<file path="src/rtl/bfly_router_radix.sv">
// Radix x Radix butterfly routing primitive: per-output round-robin arbitration and a
// fixed-latency response return pipeline. Define BFLY_ROUTER_RADIX_PRIO_EN for prio_i arbitration.
module bfly_router_radix #(
  parameter int unsigned Radix         = 4,
  parameter int unsigned NumLevels     = 4,
  parameter int unsigned ReqDataWidth  = 32,
  parameter int unsigned RespDataWidth = 32,
  parameter int unsigned RespLatency   = 1,
  parameter int unsigned SelWidth      = $clog2(Radix)
) (
  input  logic                                    clk_i,
  input  logic                                    rst_i,
  input  logic [Radix-1:0]                        req_i,
  output logic [Radix-1:0]                        gnt_o,
  input  logic [Radix-1:0][SelWidth-1:0]          sel_i,
  input  logic [Radix-1:0]                        prio_i,
  input  logic [Radix-1:0][NumLevels-1:0]         add_i,
  input  logic [Radix-1:0][ReqDataWidth-1:0]      data_i,
  output logic [Radix-1:0][RespDataWidth-1:0]     rdata_o,
  output logic [Radix-1:0]                        rvalid_o,
  output logic [Radix-1:0]                        req_o,
  input  logic [Radix-1:0]                        gnt_i,
  output logic [Radix-1:0][NumLevels-1:0]         add_o,
  output logic [Radix-1:0][ReqDataWidth-1:0]      data_o,
  input  logic [Radix-1:0][RespDataWidth-1:0]     rdata_i
);

  // tgt[o][i]: input i currently requests output o
  logic [Radix-1:0][Radix-1:0]                       tgt;
  logic [Radix-1:0][Radix-1:0]                       cand;
  logic [Radix-1:0][SelWidth-1:0]                    win;
  logic [Radix-1:0]                                  any;
  logic [Radix-1:0]                                  fire;
  logic [Radix-1:0][SelWidth-1:0]                    ptr_q, ptr_d;
  logic [Radix-1:0][RespLatency-1:0]                 vld_q;
  logic [Radix-1:0][RespLatency-1:0][SelWidth-1:0]   idx_q;

  always_comb begin
    tgt = '0;
    for (int unsigned o = 0; o < Radix; o++) begin
      for (int unsigned i = 0; i < Radix; i++) begin
        tgt[o][i] = req_i[i] && (sel_i[i] == SelWidth'(o));
      end
    end
  end

`ifdef BFLY_ROUTER_RADIX_PRIO_EN
  always_comb begin
    cand = '0;
    for (int unsigned o = 0; o < Radix; o++) begin
      cand[o] = (|(tgt[o] & prio_i)) ? (tgt[o] & prio_i) : tgt[o];
    end
  end
`else
  assign cand = tgt;
  logic unused_prio;
  assign unused_prio = ^prio_i;
`endif

  // First candidate at or after the pointer, wrapping
  always_comb begin
    logic                found;
    logic [SelWidth-1:0] w;
    logic [SelWidth-1:0] idx;
    win = '0;
    any = '0;
    for (int unsigned o = 0; o < Radix; o++) begin
      found = 1'b0;
      w     = '0;
      for (int unsigned k = 0; k < Radix; k++) begin
        idx = SelWidth'((32'(ptr_q[o]) + k) % Radix);
        if (!found && cand[o][idx]) begin
          found = 1'b1;
          w     = idx;
        end
      end
      win[o] = w;
      any[o] = found;
    end
  end

  always_comb begin
    req_o  = '0;
    add_o  = '0;
    data_o = '0;
    gnt_o  = '0;
    fire   = '0;
    ptr_d  = ptr_q;
    for (int unsigned o = 0; o < Radix; o++) begin
      req_o[o] = |tgt[o];
      if (any[o]) begin
        add_o[o]  = add_i[win[o]];
        data_o[o] = data_i[win[o]];
      end
      fire[o] = any[o] & gnt_i[o];
      if (fire[o]) begin
        gnt_o[win[o]] = 1'b1;
        ptr_d[o] = (win[o] == SelWidth'(Radix - 1)) ? '0 : win[o] + SelWidth'(1);
      end
    end
  end

  always_ff @(posedge clk_i) begin
    if (rst_i) begin
      ptr_q <= '0;
      vld_q <= '0;
      idx_q <= '0;
    end else begin
      ptr_q <= ptr_d;
      for (int unsigned o = 0; o < Radix; o++) begin
        vld_q[o][0] <= fire[o];
        idx_q[o][0] <= win[o];
        for (int unsigned s = 1; s < RespLatency; s++) begin
          vld_q[o][s] <= vld_q[o][s-1];
          idx_q[o][s] <= idx_q[o][s-1];
        end
      end
    end
  end

  // An input is granted on at most one output per cycle, so tail matches never collide
  always_comb begin
    rvalid_o = '0;
    rdata_o  = '0;
    for (int unsigned o = 0; o < Radix; o++) begin
      if (vld_q[o][RespLatency-1]) begin
        rvalid_o[idx_q[o][RespLatency-1]] = 1'b1;
        rdata_o[idx_q[o][RespLatency-1]]  = rdata_i[o];
      end
    end
  end

endmodule

</file>
<file path="config.mk">
export PLATFORM = sky130hd
export DESIGN_NAME = bfly_router_radix
export DESIGN_NICKNAME = d
export VERILOG_FILES = /design/src/rtl/bfly_router_radix.sv
export SDC_FILE = /design/constraint.sdc
export NUM_CORES = 1
export LEC_CHECK = 0
export ABC_AREA = 1
export ABC_CLOCK_PERIOD_IN_PS = 3820
export CELL_PAD_IN_SITES_DETAIL_PLACEMENT = 0
export CELL_PAD_IN_SITES_GLOBAL_PLACEMENT = 1
export CORE_AREA = 2 2 224 226
export DETAILED_ROUTE_END_ITERATION = 7
export DIE_AREA = 0 0 226 228
export DONT_BUFFER_PORTS = 1
export GPL_TIMING_DRIVEN = 1
export PLACE_DENSITY_LB_ADDON = 0.1
export SETUP_SLACK_MARGIN = 0.2
export SYNTH_ARGS = -nofsm -noshare
export SYNTH_HDL_FRONTEND = slang
export SYNTH_SLANG_ARGS = --single-unit
export TNS_END_PERCENT = 100
</file>
<file path="constraint.sdc">
create_clock -name clk_i -period 3.82 [get_ports clk_i]
set_clock_uncertainty 0.15 [all_clocks]
set_input_delay 0.764 -clock clk_i [delete_from_list [all_inputs] [get_ports clk_i]]
set_output_delay 0.764 -clock clk_i [all_outputs]
set_load 0.05 [all_outputs]
</file>
### Yosys cells after proc, flatten, opt, wreduce, memory -nomap -nowiden

Cells that the tools add are included.

* bits in latches: 0
* bits in registers: 20
* bits of input ports: 294
* output and inout port bits: 284
* bits in writable memories: 0
* memories: 0
* memory bits (read-only): 0

* shift-type cells: 0
* order comparisons: 32
* reduce and logical (&&, ||, !) cells: 56
* divide/modulo/power cells: 0
* multipliers: 0
* $add $sub $neg: 16
* bitwise gates (word level): 11
* equality and inequality tests: 16
* muxes and demuxes: 131

Operator list (count)
* $mux 128: 4
* $bwmux 128: 3
* $mux 32: 12
* $bmux 32 s2: 4
* $demux 32 s2: 4
* $and 128x128->128: 1
* $lt 2x3->1 const B: 24
* $mux 4: 16
* $mux 1: 40
* $mux 2: 20
* $logic_and 1x1->1: 36
* $bmux 1 s2: 16
* $bmux 4 s2: 4
* $eq 2x2->1 const B: 12
* $or 4x4->4: 6
* $add 2x1->2 const B: 8
* $add 2x2->2 const B: 8
* $demux 1 s2: 8
* $ge 2x1->1 const B: 8
* $reduce_or 4->1: 4
* $logic_not 1->1: 12
* $eq 2x1->1 const B: 4
* $logic_not 2->1: 4
* $and 1x1->1: 4

### Depth between registers and ports, before layout

* word-level depth: 25
* depth in mapped cells: 16

### Worst setup path after synthesis

OpenSTA, ideal clock, no wires.

* kind: input to output
* from: in req_i[3]
* to: out gnt_o[3]
* cell stages on the path: 15
* buffers on the path: 3
* required time: 2906 ps
* arrival time: 3037 ps
* path slack: -131 ps
* cell sequence: buf_2 > nand3_1 > nand2_1 > nand3_1 > nand2_2 > nor2_4 > nand3_2 > nor2_1 > inv_1 > nand2_1 > buf_4 > buf_4 > ha_1 > inv_1 > o2111ai_1

RTL lines
* from (decl): line 13 `input logic [Radix-1:0] req_i,`
* to (decl): line 14 `output logic [Radix-1:0] gnt_o,`

==> reports/metrics.yaml <==
outcome: "complete, no violations"
start_util_pct: 24.3
avgRoutedWirePerCell_um: 25.2
powerDensity_nw_per_um2: 787
path_class: "input port to output port"
rows: 82
post-route-period-util_pct: 92.4
setup_viol: 0
vias: 18800
layout.nets: 2911
synth.most_common_cell: "nand2_1"
gr-usage-met1_pct: 35.3
syn_to_final_growth_pct: 37.6
drive_above_1_share_pct: 21.3
min-delay-start: "ptr_q[0]$_SDFFE_PP0P_"
slew_headroom_pct: 53.0
p_seq_share_pct: 2.4
cts_made_buffers: 3
core_area_um2: 49300
syn-cell-area_um2: 12000
comb_power_share_pct: 95.3
critPathLaunchType: "input port"
netlist_instances: 2420
ys_seq_elements: 20
cp_max_fo: 24
irDropWorstVdd_uv: 688
clkLatencyLatePin_ps: 260
yosysTopAreaCellShare_pct: 20.9
synth.mux.area_fraction_pct: 0
chipHeight_um: 228
timing.final.ws_setup_ps: 289
grt_pass1_wl_um: 114000
dp_hpwl_um: 55000
r2r_start: "ptr_q[2]$_SDFFE_PP0N_"
worst_ep_arrival_time_ps: 2620
synthArstFlopShare_pct: 0
synth_cell_types: 39
synth_flop_cell: "dfxtp_1"
p_sw_mw: 8.55
syn_avg_cell_area_um2: 4.95
cap_viol_max_count: 0
pre_cts_ws_ps: 91.5
cts_tree: "built"
p_int_mw: 4.44
synth_compound_area_share_pct: 26.5
whs_ps: 398
grt_start_max_net_pins: 72
fin_setup_tns_ps: 0
die_x_um: 226
htree_levels: 1
grt_use_met2_pct: 49.0
swShare_pct: 65.8
clock_sinks: 20
required_ps: 2910
reg2reg_slack_ps: 1430
yosys.area_share.simple_pct: 52.8
ctsLongestPathBuffers: 2
die_area_um2: 51500
final_hold_viol_count: 0
synth_common_cells: "nand2_1 (610), nand3_1 (500), nor2_1 (254)"
crit_path_end_kind: "output port"
antenna_found_initial: 0
grt-busiest-layer: "met2"
synth_seq_area_share_pct: 3.34
synth_fa_ha_area_share_pct: 1.36
synth-xor-area-share_pct: 0.417
initialDrtViolationCount: 1722
synth_nets: 2727
drv_slew: 0
path_clk_slew_ps: 60
track_usage_pct: 28.4
worst_pin_slew_ps: 704
grt_pass1_vias: 17200
rr_worst_depth: 11
hp-class: "flop to flop"
avgViaCountPerCell: 5.73
use_met3_pct: 6.21
detail_route.first_pass.iterations: 5
ys_top_cells_by_area: "nand3_1 (21%), nand2_1 (19%), nor2_1 (8.0%), o21ai_0 (6.4%), inv_1 (5.7%)"
drcViolationCount: 0
synth-edff-count: 0
grt_overflow: 0
ant_nets: 0
yosysWarnings: 0
io_buffers: 0
rsz0062_at_grt: "yes"
period_minus_slack_ps: 3530
root_buffer: "clkbuf_16"
p_clk_share_pct: 2.3
regToRegEndpoint: "ptr_q[3]$_SDFFE_PP0N_"
yosys.area.top_type: "nand3_1"
whs_path_depth: 2
fillers: 5591
globalplace.congestion: 0.904
routed_wl_um: 82400
multi_input_area_um2: 10200
min_to: "ptr_q[0]$_SDFFE_PP0P_"
boundaryPins: 578
synth_top_family_by_area: "simple AND/OR/NAND/NOR gates"
fmax_mhz: 283
cts_hold_buf: 0
placedCellCount: 3234
regArea_um2: 412
stdcell_count: 3276
cellLeakagePower_nw: 7.99
[how the worst max path moves through the flow]
stage,from,to
finish,req_i[2],data_o[33]
global route,req_i[2],data_o[33]
CTS,req_i[2],data_o[39]
detailed placement,req_i[2],data_o[39]
global placement,req_i[2],data_o[34]
floorplan,req_i[1],add_o[12]
[cell usage in the layout, fill, tap and decap left out, types with 51 or more instances in the layout]
cell type / Yosys / final
buf_12: 0 / 51
buf_4: 19 / 294
o22ai_1: 64 / 64
a21oi_1: 112 / 110
o211ai_1: 64 / 64
nand2_1: 610 / 593
nand3_1: 500 / 487
o21ai_0: 153 / 86
nor2_1: 254 / 199
o21ai_1: 14 / 81
a221oi_1: 63 / 63
inv_1: 181 / 180
[what timing repair did]
action                     CTS  global route
setup endpoints to repair  116           145
setup buffers                0            21
gates resized for setup     14           120
pin swaps                    1            23
gates cloned                 1            15
[cells by family after synthesis]
| logic type | after synthesis |
|---|---|
| compound gates | 509 |
| flops | 20 |
| fa+ha+maj | 13 |
| xor+xnor | 4 |
| buf+inv | 429 |
| simple gates | 1445 |
[registers in the layout (all words and copies together), names as in the netlist]
| register | flops |
|---|---|
| ptr_q | 8 |
| idx_q | 8 |
| vld_q | 4 |
[worst max-delay path: stages]
cell	delay, ps
nand2_1	50
nor2_2	110
nand2_1	120
nand3_1	100
nand2_2	110
a21oi_1	190
nand2_2	160
nand2_8	180
inv_6	130
buf_4	200
nor2_1	80
nor2_1	50
nor2_1	160
buf_6	180
[cell type report]
type	count	area share, %
Timing Repair Buffer	406	25.3
Sequential cell	20	2.50
Tap cell	672	5.10
Antenna cell	1	0.0152
Multi-Input combinational cell	1973	61.9
Clock inverter	1	0.182
Clock buffer	3	0.455
Inverter	200	4.63
[power by group through the flow]
stage	Sequential [mW]	Clock [mW]	Combinational, mW
after global placement	0.308	0	10.8
after detailed placement	0.308	0	10.8
final	0.310	0.297	12.4
after CTS	0.305	0.307	11.0
after global routing	0.319	0.311	13.0
after floorplan	0.271	0	7.27
[through the flow]
stage	total power, mW	instance area [µm²]	util [%]
global placement	11.1	15300	31.1
finish	13.0	16500	33.4
CTS	11.6	15500	31.5
floorplan	7.54	12100	-
detailed placement	11.2	15300	31.1
global route	13.6	16500	33.4
[metal layers]
| layer | vias to the layer above | share of wire, % |
|---|---|---|
| met3 | 123 | 9.7 |
| met4 | 0 | 3.2 |
| met5 | - | 0 |
| li1 | 8669 | - |
| met2 | 1040 | 48 |
| met1 | 8934 | 40 |
No activity file was read; power rests on OpenSTA's default activity.
